`src/rtl/cpu_control_seq.sv`:
```
// Sequential Thumb-subset control unit: registered decode bundle, multi-cycle FPU issue
// with a latency counter, a wrong-path flush window and a one-cycle flag-hazard bubble.
module cpu_control_seq #(
    parameter int LAT_ADD     = 2,
    parameter int LAT_MUL     = 3,
    parameter int LAT_DIV     = 8,
    parameter int FLUSH_DEPTH = 2,
    parameter int FLAG_BUBBLE = 1
) (
    input  logic        clk,
    input  logic        reset,
    input  logic [15:0] instr,
    input  logic        instr_valid,
    input  logic [3:0]  FlagsReg,
    output logic        stall,
    output logic        fpu_start,
    output logic        ctrl_valid,
    output logic        RegWrite,
    output logic        MemWrite,
    output logic        MemRead,
    output logic        ALUorFPU,
    output logic        selOpA,
    output logic        brEx,
    output logic        Branch,
    output logic [1:0]  ShiftDir,
    output logic [3:0]  keepFlags,
    output logic [1:0]  Reg1Loc,
    output logic [1:0]  Reg2Loc,
    output logic [1:0]  Reg3Loc,
    output logic [2:0]  selOpB,
    output logic [2:0]  ALUOp,
    output logic [1:0]  FPUOp,
    output logic [1:0]  brSel,
    output logic [1:0]  selWrData
);
    localparam int CW = $clog2(LAT_DIV + 1);
    localparam int FW = $clog2(FLUSH_DEPTH + 1);

    typedef enum logic [1:0] {RUN, FPU_BUSY, FLUSH} state_t;

    typedef struct packed {
        logic       reg_write;
        logic       mem_write;
        logic       mem_read;
        logic       alu_or_fpu;
        logic       sel_op_a;
        logic       br_ex;
        logic       branch;
        logic [1:0] shift_dir;
        logic [3:0] keep_flags;
        logic [1:0] reg1_loc;
        logic [1:0] reg2_loc;
        logic [1:0] reg3_loc;
        logic [2:0] sel_op_b;
        logic [2:0] alu_op;
        logic [1:0] fpu_op;
        logic [1:0] br_sel;
        logic [1:0] sel_wr_data;
    } bundle_t;

    // Every field defaults to 0 except brSel, whose idle value means "no branch".
    function automatic bundle_t idle_bundle();
        bundle_t b;
        b = '0;
        b.br_sel = 2'b11;
        return b;
    endfunction

    state_t         state;
    logic [CW-1:0]  cnt;
    logic [FW-1:0]  fcnt;
    logic           flag_pend;
    logic [1:0]     fpu_op_held;
    bundle_t        out_q;

    bundle_t        dec;
    logic           is_fp, is_bcc, taken, cond_true, hazard;
    logic [CW-1:0]  fp_lat;
    logic [9:0]     op;
    logic           n_f, z_f, c_f, v_f;
    logic           unused_bits;

    assign op = instr[15:6];
    assign {n_f, z_f, c_f, v_f} = FlagsReg;
    assign unused_bits = ^instr[5:0];

    always_comb begin
        case (instr[11:8])
            4'h0:    cond_true = z_f;
            4'h1:    cond_true = !z_f;
            4'h2:    cond_true = c_f;
            4'h3:    cond_true = !c_f;
            4'h4:    cond_true = n_f;
            4'h5:    cond_true = !n_f;
            4'h6:    cond_true = v_f;
            4'h7:    cond_true = !v_f;
            4'h8:    cond_true = c_f && !z_f;
            4'h9:    cond_true = !c_f || z_f;
            4'hA:    cond_true = (n_f == v_f);
            4'hB:    cond_true = (n_f != v_f);
            4'hC:    cond_true = !z_f && (n_f == v_f);
            4'hD:    cond_true = z_f || (n_f != v_f);
            default: cond_true = 1'b1;
        endcase
    end

    always_comb begin
        case (instr[10:9])
            2'b10:   fp_lat = CW'(LAT_MUL - 1);
            2'b11:   fp_lat = CW'(LAT_DIV - 1);
            default: fp_lat = CW'(LAT_ADD - 1);
        endcase
    end

    // Each class overrides only its own fields on top of the idle bundle.
    always_comb begin
        dec    = idle_bundle();
        is_fp  = 1'b0;
        is_bcc = 1'b0;
        taken  = 1'b0;
        casez (op)
            10'b00011?????: begin
                dec.reg_write   = 1'b1;
                dec.keep_flags  = 4'b1111;
                dec.reg1_loc    = 2'b01;
                dec.sel_wr_data = 2'b01;
                dec.sel_op_b    = {2'b00, op[4]};
                dec.alu_op      = {2'b00, op[3]};
            end
            10'b10110000??: begin
                dec.reg_write   = 1'b1;
                dec.reg3_loc    = 2'b01;
                dec.sel_op_b    = 3'd2;
                dec.alu_op      = {2'b00, op[1]};
                dec.sel_wr_data = 2'b01;
            end
            10'b0010??????: begin
                dec.reg_write   = 1'b1;
                dec.keep_flags  = 4'b1100;
                dec.reg3_loc    = 2'b10;
                dec.sel_wr_data = 2'b10;
            end
            10'b010001100?: begin
                dec.reg_write   = 1'b1;
                dec.reg2_loc    = 2'b11;
                dec.alu_op      = 3'd6;
                dec.sel_wr_data = 2'b01;
            end
            10'b0100001010: begin
                dec.keep_flags = 4'b1111;
                dec.reg1_loc   = 2'b10;
                dec.reg2_loc   = 2'b01;
                dec.alu_op     = 3'd1;
            end
            10'b0100000000, 10'b0100001100, 10'b0100000001, 10'b0100001111,
            10'b0100000010, 10'b0100000011, 10'b0100000100, 10'b0100000111: begin
                dec.reg_write   = 1'b1;
                dec.keep_flags  = 4'b1100;
                dec.reg1_loc    = 2'b01;
                dec.reg2_loc    = 2'b10;
                dec.sel_wr_data = 2'b01;
                case (op[3:0])
                    4'b0000: dec.alu_op = 3'd2;
                    4'b1100: dec.alu_op = 3'd3;
                    4'b0001: dec.alu_op = 3'd4;
                    4'b1111: dec.alu_op = 3'd5;
                    4'b0010: begin dec.shift_dir = 2'd0; dec.sel_wr_data = 2'b00; end
                    4'b0011: begin dec.shift_dir = 2'd1; dec.sel_wr_data = 2'b00; end
                    4'b0100: begin dec.shift_dir = 2'd2; dec.sel_wr_data = 2'b00; end
                    default: begin dec.shift_dir = 2'd3; dec.sel_wr_data = 2'b00; end
                endcase
            end
            10'b01100?????: begin
                dec.mem_write = 1'b1;
                dec.reg1_loc  = 2'b01;
                dec.reg2_loc  = 2'b10;
                dec.sel_op_b  = 3'd3;
            end
            10'b01101?????: begin
                dec.reg_write   = 1'b1;
                dec.mem_read    = 1'b1;
                dec.reg1_loc    = 2'b01;
                dec.sel_op_b    = 3'd3;
                dec.sel_wr_data = 2'b11;
            end
            10'b1101??????: begin
                if (instr[11:8] != 4'hF) begin
                    is_bcc     = 1'b1;
                    dec.branch = 1'b1;
                    taken      = cond_true;
                    dec.br_sel = cond_true ? 2'b01 : 2'b11;
                end
            end
            10'b11100?????: begin
                dec.branch = 1'b1;
                dec.br_sel = 2'b10;
                taken      = 1'b1;
            end
            10'b0100010100: begin
                dec.branch      = 1'b1;
                dec.reg_write   = 1'b1;
                dec.reg3_loc    = 2'b11;
                dec.br_sel      = 2'b00;
                dec.sel_wr_data = 2'b10;
                taken           = 1'b1;
            end
            10'b010001110?: begin
                dec.branch   = 1'b1;
                dec.br_ex    = 1'b1;
                dec.reg2_loc = 2'b11;
                taken        = 1'b1;
            end
            10'b01110?????: begin
                is_fp          = 1'b1;
                dec.alu_or_fpu = 1'b1;
                dec.reg1_loc   = 2'b01;
                dec.sel_op_b   = 3'd2;
                dec.fpu_op     = op[4:3];
            end
            10'b0111100000: begin
                dec.alu_or_fpu = 1'b1;
                dec.keep_flags = 4'b1111;
                dec.reg1_loc   = 2'b10;
                dec.reg2_loc   = 2'b01;
                dec.fpu_op     = 2'b01;
            end
            default: ;
        endcase
    end

    assign hazard = (FLAG_BUBBLE != 0) && (state == RUN) && flag_pend && instr_valid && is_bcc;
    assign stall  = (state == FPU_BUSY) || hazard;

    // Squashed wrong-path instructions never update flag_pend: they are not executed.
    always_ff @(posedge clk) begin
        if (reset) begin
            state       <= RUN;
            cnt         <= '0;
            fcnt        <= '0;
            flag_pend   <= 1'b0;
            fpu_op_held <= 2'b00;
            out_q       <= idle_bundle();
            fpu_start   <= 1'b0;
            ctrl_valid  <= 1'b0;
        end else begin
            out_q      <= idle_bundle();
            fpu_start  <= 1'b0;
            ctrl_valid <= 1'b0;
            case (state)
                RUN: begin
                    if (hazard) begin
                        flag_pend <= 1'b0;
                    end else if (instr_valid) begin
                        out_q      <= dec;
                        ctrl_valid <= 1'b1;
                        flag_pend  <= (dec.keep_flags != 4'b0000);
                        if (is_fp) begin
                            fpu_start   <= 1'b1;
                            cnt         <= fp_lat;
                            fpu_op_held <= dec.fpu_op;
                            state       <= FPU_BUSY;
                        end else if (taken) begin
                            fcnt  <= FW'(FLUSH_DEPTH);
                            state <= FLUSH;
                        end
                    end
                end
                FPU_BUSY: begin
                    if (cnt != '0) begin
                        cnt <= cnt - CW'(1);
                    end else begin
                        ctrl_valid        <= 1'b1;
                        out_q.alu_or_fpu  <= 1'b1;
                        out_q.reg_write   <= 1'b1;
                        out_q.sel_wr_data <= 2'b01;
                        out_q.fpu_op      <= fpu_op_held;
                        state             <= RUN;
                    end
                end
                FLUSH: begin
                    if (instr_valid) begin
                        fcnt <= fcnt - FW'(1);
                        if (fcnt == FW'(1)) state <= RUN;
                    end
                end
                default: state <= RUN;
            endcase
        end
    end

    assign RegWrite  = out_q.reg_write;
    assign MemWrite  = out_q.mem_write;
    assign MemRead   = out_q.mem_read;
    assign ALUorFPU  = out_q.alu_or_fpu;
    assign selOpA    = out_q.sel_op_a;
    assign brEx      = out_q.br_ex;
    assign Branch    = out_q.branch;
    assign ShiftDir  = out_q.shift_dir;
    assign keepFlags = out_q.keep_flags;
    assign Reg1Loc   = out_q.reg1_loc;
    assign Reg2Loc   = out_q.reg2_loc;
    assign Reg3Loc   = out_q.reg3_loc;
    assign selOpB    = out_q.sel_op_b;
    assign ALUOp     = out_q.alu_op;
    assign FPUOp     = out_q.fpu_op;
    assign brSel     = out_q.br_sel;
    assign selWrData = out_q.sel_wr_data;
endmodule

```
`config.mk`:
```
export PLATFORM = sky130hd
export DESIGN_NAME = cpu_control_seq
export DESIGN_NICKNAME = d
export VERILOG_FILES = /design/src/rtl/cpu_control_seq.sv
export SDC_FILE = /design/constraint.sdc
export NUM_CORES = 1
export LEC_CHECK = 0
export BUFFER_PORTS_ARGS = -buffer_cell sky130_fd_sc_hd__buf_4
export CAP_MARGIN = 40
export CORE_MARGIN = 2
export CORE_UTILIZATION = 47
export DETAILED_ROUTE_END_ITERATION = 16
export PLACE_DENSITY = 0.81
export REMOVE_ABC_BUFFERS = 1
export SLEW_MARGIN = 20
export SYNTH_ARGS = -nofsm -noshare
export SYNTH_HDL_FRONTEND = slang
export SYNTH_SLANG_ARGS = --single-unit
export TNS_END_PERCENT = 50
```
`constraint.sdc`:
```
create_clock -name clk -period 1.8 [get_ports clk]
set_clock_uncertainty 0.2 [all_clocks]
set_input_delay 0.36 -clock clk [delete_from_list [all_inputs] [get_ports clk]]
set_output_delay 0.36 -clock clk [all_outputs]
set_load 0.02 [all_outputs]
```
Yosys cells after proc, flatten, opt, wreduce, memory -nomap -nowiden
Index checks and enable logic that the tools add are counted.
- register bits after elaboration: 44
- word-level logic and storage cells: 193
- add/subtract/negate cells: 2
- equal/unequal tests: 58
- muxes and demuxes: 61
- bitwise logic cells: 4
- reduce and logical (&&, ||, !) cells: 44
- operators with widths (cell ; number):
    == test 10 x 9 -> 1 bit, second input constant ; 11
    2-to-1 mux 31 bit ; 2
    == test 4 bit, second input constant ; 9
    one-hot mux 2 bit (3 select lines) ; 6
    2-to-1 mux 2 bit ; 15
    == test 4 x 2 -> 1 bit, second input constant ; 5
    == test 4 x 3 -> 1 bit, second input constant ; 5
    one-hot mux 2 bit (2 select lines) ; 5
    == test 9 x 8 -> 1 bit, second input constant ; 2
    OR reduction 9 bit ; 2
    2-to-1 mux 1 bit ; 17
    2-to-1 mux 4 bit ; 4
    != test 2 bit, second input constant ; 8
    one-hot mux 4 bit (2 select lines) ; 2
    == test 5 x 4 -> 1 bit, second input constant ; 3
    one-hot mux 3 bit (5 select lines) ; 1
    one-hot mux 1 bit (14 select lines) ; 1
    OR reduction 14 bit ; 1
    one-hot mux 3 bit (4 select lines) ; 1
    AND reduction 6 bit ; 2
    OR reduction 12 bit ; 1
    OR reduction 2 bit ; 6
    OR reduction 3 bit ; 4
    one-hot mux 1 bit (2 select lines) ; 5
    29 further kinds ; 51

Depth between registers and ports, before layout
Gate-level depths: netlist (run 1).
- word-level depth: 10
- depth in mapped cells: 7
- depth with buffers taken out: 7

Least setup slack after synthesis (run 1)
OpenSTA, ideal clock, no wires.
- path type: input to output
- start: input instr[11]
- end: output stall
- arrival: 1.487 ns
- data required time: 1.240 ns
- path slack: -0.247 ns
- stages: 4
- cell sequence: buf_2 > and4_1 > or2_1 > o21ai_0
- longest elaborated chain between the ends: 5
- ends and longest elaborated chain (what ; RTL line ; text):
    start: declaration ; 12 ; input logic [15:0] instr,
    != test 4 bit ; 187 ; if (instr[11:8] != 4'hF) begin
    2-to-1 mux 1 bit ; 187 ;
    2-to-1 mux 1 bit ; 121 ; casez (op)
    logical AND 1 bit ; 231 ; assign hazard = (FLAG_BUBBLE != 0) && (state == RUN) && flag_pend && instr_valid && is_bcc;
    logical OR 1 bit ; 232 ; assign stall = (state == FPU_BUSY) || hazard;
    end: declaration ; 15 ; output logic stall,
Every way passes these cells.

Final worst setup path (run 1)
- start: input instr[13]
- end: register out_q, in the netlist selWrData[0]
- longest elaborated chain between the ends: 6
- elaborated cells on any way between the ends: 24
- ends and longest elaborated chain (what ; RTL line ; text):
    == test 10 x 9 -> 1 bit (tied with other cells) ; 121 ;
    OR reduction 8 bit (tied with other cells) ; 121 ;
    one-hot mux 2 bit (4 select lines) ; 121 ;
    2-to-1 mux 31 bit ; 253 ; end else if (instr_valid) begin
    2-to-1 mux 31 bit (*) ; 251 ; if (hazard) begin
    one-hot mux 2 bit (2 select lines) (*) ; 249 ; case (state)
    end signal: assignment ; 242 ; out_q <= idle_bundle();
    end signal: assignment ; 246 ; out_q <= idle_bundle();
    end: declaration ; 74 ; bundle_t out_q;
Every way passes the cells marked *; elsewhere a longest branch is shown, timed or not.
A chain may end at the register's enable or synchronous reset.

==> results of run 1 <==
==> repair_timing <==
action                     in CTS  in global routing
hold endpoints to repair        0                  0
resized for setup               7                 33
gates cloned                    0                  2
pin swaps                       4                 12
buffers inserted                3                  7
setup endpoints to repair       3                 26
==> worst paths after layout <==
kind	from	endpoint	slack (ns)	depth (start not counted)
worst max-delay path	instr[13]	selWrData[0]	-0.11	8
worst max register to register	state[1]	cnt[3]	-0.09	6
worst min register to register	fpu_op_held[0]	fpu_op_held[0]	0.26	2
worst min-delay path	instr[14]	keepFlags[1]	0.16	2
==> logic make-up (layout without fill, tap and decap cells) <==
logic type | count (synthesis) | after routing
AO/OA/AOI/OAI | 59 | 59
XOR/XNOR | 4 | 4
adder cells (fa/ha/maj) | 3 | 3
buffers and inverters | 31 | 139
flip-flops | 40 | 40
multiplexers | 7 | 7
other | 1 | 2
AND/OR/NAND/NOR | 98 | 98
==> routing by layer <==
metal	track usage	vias up	wire, um
met5	0	-	0
met4	0.109	0	472
met3	0.0478	57	676
met2	0.432	176	3460
met1	0.287	1164	2880
li1	-	1086	-
==> synth_stat cells (all sizes together) (4+ instances only) <==
master,count
dfxtp,40
nor2,26
a21oi,16
buf,16
nand2,15
nor3,13
inv,12
o21ai,8
mux2i,7
nand2b,7
a31oi,5
or2,5
nor3b,4
==> through the flow <==
stage	setup WS, ns	utilization
finish	-0.115	0.751
global route	-0.207	0.751
global placement	-0.216	0.665
floorplan	-0.630	-
detailed placement	-0.256	0.665
CTS	-0.0398	0.703
==> registers in the layout (all words and copies together) (netlist names), 2 cells and up <==
signal	cells
ShiftDir	2
fcnt	2
selWrData	2
keepFlags	2
ALUOp	3
state	2
brSel	2
selOpB	2
fpu_op_held	2
Reg3Loc	2
cnt	4
Reg2Loc	2
FPUOp	2
Reg1Loc	2
==> final cells by class <==
| class | count | area [um^2] | area share |
|---|---|---|---|
| Multi-Input combinational cell | 173 | 1300 | 0.399 |
| Sequential cell | 40 | 807 | 0.247 |
| Timing Repair Buffer | 119 | 922 | 0.282 |
| Inverter | 12 | 45.0 | 0.0138 |
| Tap cell | 52 | 65.1 | 0.0199 |
| Clock buffer | 7 | 96.3 | 0.0295 |
| Clock inverter | 1 | 30.0 | 0.00918 |
==> layout by cell type (no fill, tap or decap), drive strengths merged, types with 3 or more instances in the layout <==
master / n
nand2: 15
or3: 3
a21oi: 16
xnor2: 3
mux2i: 7
nand3: 3
inv: 12
nand2b: 7
dfxtp: 40
nor3b: 4
nor4: 3
and3b: 3
o21ai: 8
buf: 119
nor2b: 3
clkbuf: 7
o21bai: 3
o211ai: 3
or2: 5
a31oi: 5
ha: 3
nor2: 26
nor3: 13
==> worst register-to-register path, delay by kind of cell (launching register included) <==
family	cells	cell delay, ns
AND/OR/NAND/NOR	2	0.77
buffers and inverters	1	0.15
AO/OA/AOI/OAI	3	0.35
flip-flops	1	0.37
==> report_power, final <==
| part | total (uW) | switching, uW | internal, uW |
|---|---|---|---|
| registers | 899 | 5.58 | 893 |
| clock network | 802 | 313 | 489 |
| logic | 364 | 189 | 175 |
==> results.md, run 1 <==
- EDFF count, synth: 0
- total CTS buffers: 5
- number of antenna violations at the first check in global routing: 0
- crit path cell chain: buf_8 > buf_4 > nor4b_4 > buf_4 > nand2_1 > a211oi_1 > nor2_1 > a31oi_1
- Syn Std Cell Area: 0.00214 mm^2
- largest stage delay on the critical path: 0.47 ns
- total cell area at the placement stage: 0.00289 mm^2
- Final Non-Filler Cells: 404
- final cycle utilization of the critical path: 1.06
- top-area cell type share of the netlist area: 0.375
- GP Congestion: 0.949
- starting density of the core: 0.491
- CP max stage cell: a211oi_1
- Layout fillers: 278
- routed vias/inst: 6.15
- clk sinks: 40
- first-pass GRT wire length: 9820 um
- RSZ-0062 raised after global routing: yes
- Hold Fails Final Rpt: 0
- maximum resistive drop on vdd: 0.426 mV
- signal arrival time at the worst endpoint: 1.93 ns
- buffers and inverters on the worst path: 3
- portion of netlist area occupied by mux cells: 0.0328
- area growth from synthesis to layout: 53.1%
- DRC violation count after routing: 0
- clock input transition at the sequential cells of the worst setup and hold paths: 0.07 ns
- relative slew slack: 0.634
- instance count after placement with tap cells included: 384
- number of setup violations in the final report: 20
- routed wirelength normalized by instance count: 18.5 um
- total length of routed wires: 7490 um
- total routing resource utilization after global routing: 0.245
- antenna cells: 0
- register bit count reported by yosys: 40
- count of port buffers added during placement: 48
- ranking of synthesized cells by area: dfxtp_1 (37%), nor2_1 (4.6%), a21oi_1 (3.3%), mux2i_1 (3.3%), nor3_1 (2.8%)
- classification of the worst setup path: input port to flip-flop
- Crit Path Max Fanout: 6
- synthesized area divided by synthesized cell count: 8.79 um^2
- synthesized netlist cell count: 243
- clk_lat worst skew: 0.30 ns
- TritonCTS clock tree: yes
- type of element launching the critical path: input port
- violated checks: setup timing
- largest net degree at the start of global routing: 20
- complex-gate fraction of the synthesized area: 0.204
- # Max-Cap Violations: 0
- XOR/XNOR share of the synthesized area: 0.0228
- DIE AREA: 0.00510 mm^2
- Highest Clock Rate: 0.522 GHz
- largest family of logic cells by synthesized area: simple AND/OR/NAND/NOR gates
- Total Neg Setup Slack: -1.05 ns
- min cycle time layout: 1.91 ns
- Synth Warn #: 0
- Post-Route Hold Slack: 0.160 ns
- library cell with the largest summed area after synthesis: dfxtp_1
- final HPWL from detailed placement: 4280 um
- post-detailed-route count of antenna-violating nets: 0
- Synth Area in Adders: 0.0176
- worst slew pin tran: 0.545 ns
- Final Instance Area: 0.00327 mm^2
- number of levels in the clock H-tree: 2
- count of final max-slew check failures: 0
- cell occurring most often along the worst timing path: buf_4
- Vias: 2,483
- Pwr Density: 632 mW/mm^2
- gate family responsible for the most delay along the worst path: compound AO/OA/AOI/OAI gates
- via count of the first global-routing pass: 2,185
- sequential element share of the synthesized area: 0.375
- Iter 0 DRT Violations: 227
- CTS Hold Buffers Added: 0
- run status: complete, but fails checks
- fin nets: 377
- setup slack of the critical path after layout: -0.115 ns
- Die X: 71.4 um
- Max clock buf depth: 2
- die height: 71.4 um
- first-pass iteration count of the detailed router: 8
- simple-gate portion of the synthesized area: 0.272
- global route overflow: 0
- Clock Tree Root: clkbuf_8
- leakage component of the power: 0.00147 uW
- share of post-route cells with drive strength above 1: 0.474
- Core Box Area: 0.00435 mm^2
- Data required, critical path: 1.82 ns
- flip-flop cell with the highest count after synthesis: dfxtp_1
- share of synthesized registers carrying an async set or reset: 0
- row count: 24
- Design Power: 2060 uW
- number of distinct library cells after synthesis: 63
- type of element capturing the critical path: flip-flop
- total I/O pin count: 57
- worst hold path type: input port to flip-flop
(Power assumes the default switching activity.)
==> inputs of run 2 (changes only) <==
Settings changed: ABC_AREA set to 1, CORE_UTILIZATION 47 to 48, PLACE_DENSITY 0.81 to 0.82.
==> run 2 against run 1 <==
Against the previous run:
- the flow now finishes without violations
- worst hold slack got worse by 0.088 ns
- utilization is 4.1 points lower
- register-to-register slack better by 0.13 ns
- area after synthesis increased by 4.6%
- via count is 3.1% lower
- flip-flop and latch count unchanged
- global-route usage fell by 1.5 points
- critical endpoint is now stall
==> results.md, run 2 <==
- EDFF count, synth: 0
- clock input transition at the sequential cells of the worst setup and hold paths: 0.09 ns
- register bit count reported by yosys: 40
- GP Congestion: 0.974
- most common cell in the synthesized netlist: nand2_1
- launch point of the worst reg-to-reg path: cnt[0]
- routed vias/inst: 5.12
- flip-flop cell with the highest count after synthesis: dfxtp_1
- Final Instance Area: 0.00313 mm^2
- total cell area at the placement stage: 0.00293 mm^2
- clk sinks: 40
- RSZ-0062 raised after global routing: yes
- count of final max-slew check failures: 0
- worst setup path startpoint: state[0]
- sequential element share of the synthesized area: 0.359
- instance count after placement with tap cells included: 457
- Design Power: 1960 uW
- Iter 0 DRT Violations: 131
- top register by number of flip-flops: cnt
- # Max-Cap Violations: 0
- startpoint of the tightest hold check path: reset
- signal arrival time at the worst endpoint: 1.22 ns
- clk_lat worst skew: 0.30 ns
- leading cell type in the layout, fill and taps excluded: buf_4
- row count: 24
- worst hold path type: input port to flip-flop
- count of port buffers added during placement: 48
- final design utilization: 0.710
- antenna cells: 0
- fin nets: 443
- Highest Clock Rate: 0.562 GHz
- total I/O pin count: 57
- routed wirelength normalized by instance count: 12.4 um
- final HPWL from detailed placement: 4510 um
- total routing resource utilization after global routing: 0.230
- die height: 72.2 um
- list of most frequent post-synthesis cells: nand2_1 (57), nor2_1 (43), dfxtp_1 (40), inv_1 (40), nand3_1 (31)
- first-pass GRT wire length: 9450 um
- Final Non-Filler Cells: 470
- Pwr Density: 625 mW/mm^2
- Clock Tree Root: clkbuf_8
- min cycle time layout: 1.78 ns
- Core Box Area: 0.00441 mm^2
- ranking of synthesized cells by area: dfxtp_1 (36%), nand2_1 (9.6%), nor2_1 (7.2%), nand3_1 (6.9%), inv_1 (6.7%)
- TritonCTS clock tree: yes
- total CTS buffers: 5
- Synth Warn #: 0
- classification of the worst setup path: flip-flop to primary output
- Max clock buf depth: 2
- flip-flop count of the largest register, all copies and words added: 4
- type of element launching the critical path: flip-flop
- synthesized netlist cell count: 321
- number of antenna violations at the first check in global routing: 0
- setup slack of the critical path after layout: 0.0193 ns
- Syn Std Cell Area: 0.00223 mm^2
- Hold Fails Final Rpt: 0
- Crit Path Max Fanout: 4
- number of setup violations in the final report: 0
- DRC violation count after routing: 0
- CTS Hold Buffers Added: 0
- area growth from synthesis to layout: 40.3%
- post-detailed-route count of antenna-violating nets: 0
- total length of routed wires: 5810 um
- largest net degree at the start of global routing: 15
- run status: finished, final reports clean
- starting density of the core: 0.506
- leakage component of the power: 0.00157 uW
- most frequent cells in the layout: buf_4 (95), nand2_1 (55), nor2_1 (40), inv_1 (39), dfxtp_1 (38)
- type of element capturing the critical path: primary output
- Vias: 2,406
- share of post-route cells with drive strength above 1: 0.371
- DIE AREA: 0.00521 mm^2
- via count of the first global-routing pass: 2,169
- Die X: 72.2 um
- library cell with the largest summed area after synthesis: dfxtp_1
- number of levels in the clock H-tree: 2
- Data required, critical path: 1.24 ns
- share of synthesized registers carrying an async set or reset: 0
- top-area cell type share of the netlist area: 0.359
- pre-CTS WS: -0.138 ns
- first-pass iteration count of the detailed router: 4
- synthesized area divided by synthesized cell count: 6.96 um^2
- number of distinct library cells after synthesis: 40
- global route overflow: 0
- maximum resistive drop on vdd: 0.397 mV
- final cycle utilization of the critical path: 0.989
run 2: final timing paths:
path                          to  slack, ns  depth (start not counted)
hold reg to reg   fpu_op_held[1]       0.27                          2
setup / recovery           stall       0.02                          6
hold / removal          state[0]       0.07                          2
setup reg to reg        ALUorFPU       0.04                         10
run 2: power breakdown:
part / leakage, uW / switching, uW / internal, uW
Combinational: 0.00118 / 180 / 129
Sequential: 0.000324 / 6.62 / 894
Clock: 0.0000583 / 333 / 417
Total: 0.00157 / 520 / 1440
run 2: cell families after synthesis:
| family | synth area share |
|---|---|
| AOI/OAI and AO/OA | 0.113 |
| adders and majority gates | 0.0168 |
| buffers and inverters | 0.106 |
| DFF | 0.359 |
| other | 0.00168 |
| and+or+nand+nor | 0.404 |
run 2: layout make-up:
cell class,instances,area (um^2)
Fill cell,336,1280
Multi-Input combinational cell,226,1240
Sequential cell,40,806
Timing Repair Buffer,96,724
Inverter,48,183
Clock buffer,5,68.8
Tap cell,52,65.1
Clock inverter,3,47.5
run 2: critical path, stage by stage, from the launching register on:
cell and delay, ns:
dfxtp_4 0.37, nor2_4 0.12, nand2_2 0.07, inv_2 0.08
nand3_4 0.08, nand2_2 0.09, buf_6 0.11
run 2: layer usage:
metal	global-route usage	wire length, um
met2	0.399	2750
met4	0.0755	132
met5	0	0
met1	0.284	2550
met3	0.0458	367
run 2: repair_timing:
| item | 4_1_cts | 5_1_grt |
|---|---|---|
| gates resized for setup | 5 | 12 |
| pin swaps | 1 | 4 |
| setup buffers | 1 | 4 |
| setup endpoints to repair | 3 | 3 |
run 2: through the flow:
stage	setup TNS [ns]	hold slack [ns]
5_1_grt	-0.119	0.0807
4_1_cts	-0.0754	0.0739
3_3_place_gp	-0.869	0.247
2_1_floorplan	0	0.229
3_5_place_dp	-1.27	0.259
6_report	0	0.0726
==> inputs of run 3 (changes only) <==
Settings changed: CORE_UTILIZATION 48 to 45, PLACE_DENSITY 0.82 to 0.78.
==> run 3 against run 2 <==
Against the previous run:
- final cell count is 4.5% higher
- setup slack worse by 0.0093 ns
- register-to-register slack better by 0.05 ns
- largest power group unchanged
- fmax is 0.52% lower
- first-iteration DRC count is 32% higher
- sequential power hardly changed
- die area is 6.3% higher
- design area is 2.8% higher
- largest cell class unchanged
==> results.md, run 3 (synthesized netlist as in run 2, its figures left out) <==
- hold endpoint: state[0]
- DIE AREA: 0.00554 mm^2
- flip-flop count of the largest register, all copies and words added: 4
- clk_lat worst skew: 0.29 ns
- number of levels in the clock H-tree: 2
- total routing resource utilization after global routing: 0.230
- count of final max-slew check failures: 0
- classification of the worst setup path: flip-flop to primary output
- Highest Clock Rate: 0.559 GHz
- type of element launching the critical path: flip-flop
- instance count after placement with tap cells included: 477
- Crit Path Max Fanout: 4
- total I/O pin count: 57
- GP Congestion: 0.916
- Max clock buf depth: 2
- fin nets: 449
- antenna cells: 0
- RSZ-0062 raised after global routing: yes
- die height: 74.5 um
- CP max stage cell: dfxtp_4
- pre-CTS WS: -0.159 ns
- Die X: 74.5 um
- via count of the first global-routing pass: 2,220
- startpoint of the tightest hold check path: reset
- signal arrival time at the worst endpoint: 1.23 ns
- worst hold path type: input port to flip-flop
- count of port buffers added during placement: 48
- # Max-Cap Violations: 0
- global route overflow: 0
- starting density of the core: 0.470
- row count: 25
- number of setup violations in the final report: 0
- Final Non-Filler Cells: 491
- most frequent cells in the layout: buf_4 (100), nand2_1 (54), nor2_1 (40), dfxtp_1 (36), inv_1 (35)
- share of post-route cells with drive strength above 1: 0.399
- min cycle time layout: 1.79 ns
- launch point of the worst reg-to-reg path: cnt[1]
- routed vias/inst: 4.86
- Hold Fails Final Rpt: 0
- cell occurring most often along the worst timing path: nand2_2
- Vias: 2,384
- Iter 0 DRT Violations: 173
- run status: finished, final reports clean
- clk sinks: 40
- final HPWL from detailed placement: 4770 um
- largest net degree at the start of global routing: 15
- count of cells along the worst register-to-register path: 10
- gate family responsible for the most delay along the worst path: flip-flops
- top register by number of flip-flops: cnt
- crit path cell chain: nor2_4 > nand2_2 > inv_2 > nand3_2 > nand2_2 > buf_6
- DRC violation count after routing: 0
- buffers and inverters on the worst path: 2
- leading cell type in the layout, fill and taps excluded: buf_4
- number of antenna violations at the first check in global routing: 0
- Pwr Density: 607 mW/mm^2
- CTS Hold Buffers Added: 0
- worst hold stages: 2
- total CTS buffers: 5
- final cycle utilization of the critical path: 0.994
- total length of routed wires: 6150 um
- Core Box Area: 0.00475 mm^2
- clock input transition at the sequential cells of the worst setup and hold paths: 0.08 ns
- destination of the worst register-to-register timing path: ALUorFPU
- setup slack of the critical path after layout: 0.00998 ns
- maximum resistive drop on vdd: 0.339 mV
- Design Power: 1960 uW
- type of element capturing the critical path: primary output
- post-detailed-route count of antenna-violating nets: 0
- routed wirelength normalized by instance count: 12.5 um
- leakage component of the power: 0.00160 uW
- Clock Tree Root: clkbuf_8
- first-pass GRT wire length: 9920 um
- Data required, critical path: 1.24 ns
- first-pass iteration count of the detailed router: 4
- worst-case register-to-register setup slack: 0.09 ns
- largest stage delay on the critical path: 0.37 ns
- TritonCTS clock tree: yes
- area growth from synthesis to layout: 44.3%
==> run 3: changes by cell type in the layout (fill, tap and decap cells not counted), sizes merged <==
cell and delta:
buf +6, clkinv -2, inv +1, clkinvlp +1
==> run 3: worst register-to-register path, stage by stage (launching register included) <==
cell,delay (ns)
dfxtp_2,0.33
inv_2,0.07
ha_4,0.14
nand2_2,0.06
nor2_4,0.13
inv_2,0.06
nor2_4,0.16
inv_2,0.07
a21oi_2,0.19
inv_1,0.08
a31oi_1,0.15
==> run 3: how the worst max path moves through the flow <==
| stage | slack [ns] | cells past startpoint | endpoint | startpoint |
|---|---|---|---|---|
| floorplan | 0.14 | 8 | fcnt[0] | instr[12] |
| global placement | -0.09 | 9 | flag_pend | instr[9] |
| detailed placement | -0.16 | 9 | flag_pend | instr[9] |
| CTS | -0.002 | 6 | stall | state[1] |
| global route | -0.03 | 6 | stall | state[0] |
| finish | 0.01 | 6 | stall | state[0] |
==> run 3: per-layer routing <==
layer | GRT usage | up-vias | part of all wire
met1 | 0.295 | 1073 | 0.45
met5 | 0 | - | 0
li1 | - | 1231 | -
met4 | 0.0595 | 0 | 0.016
met2 | 0.405 | 72 | 0.48
met3 | 0.0325 | 8 | 0.051
==> run 3: area by class of cell <==
cell class	instances	area (um^2)
clock inverter	3	46.3
tap	67	83.8
multi-input combinational	226	1260
sequential	40	811
timing repair buffer	102	773
clock buffer	5	68.8
fill	414	1530
inverter	48	183
==> run 3: report_power, final <==
part	switching (uW)	internal [uW]	leakage [uW]
sequential	6.72	893	0.000326
combinational	184	132	0.00122
clock	322	417	0.0000548
total	513	1440	0.00160
==> run 3: timing repair <==
item                       4_1_cts  5_1_grt
pin swaps                        3        6
setup endpoints to repair        6        6
resized for setup               14       13
buffers inserted                 3        3
==> run 3: metrics by stage <==
stage	cell area [um^2]	hold WS (ns)	setup TNS, ns	util
finish	3220	0.0948	0	0.678
global route	3220	0.0970	-0.0346	0.678
CTS	3170	0.0849	-0.00241	0.666
detailed placement	2990	0.256	-1.04	0.628
global placement	2990	0.247	-0.469	0.628
floorplan	2180	0.229	0	-
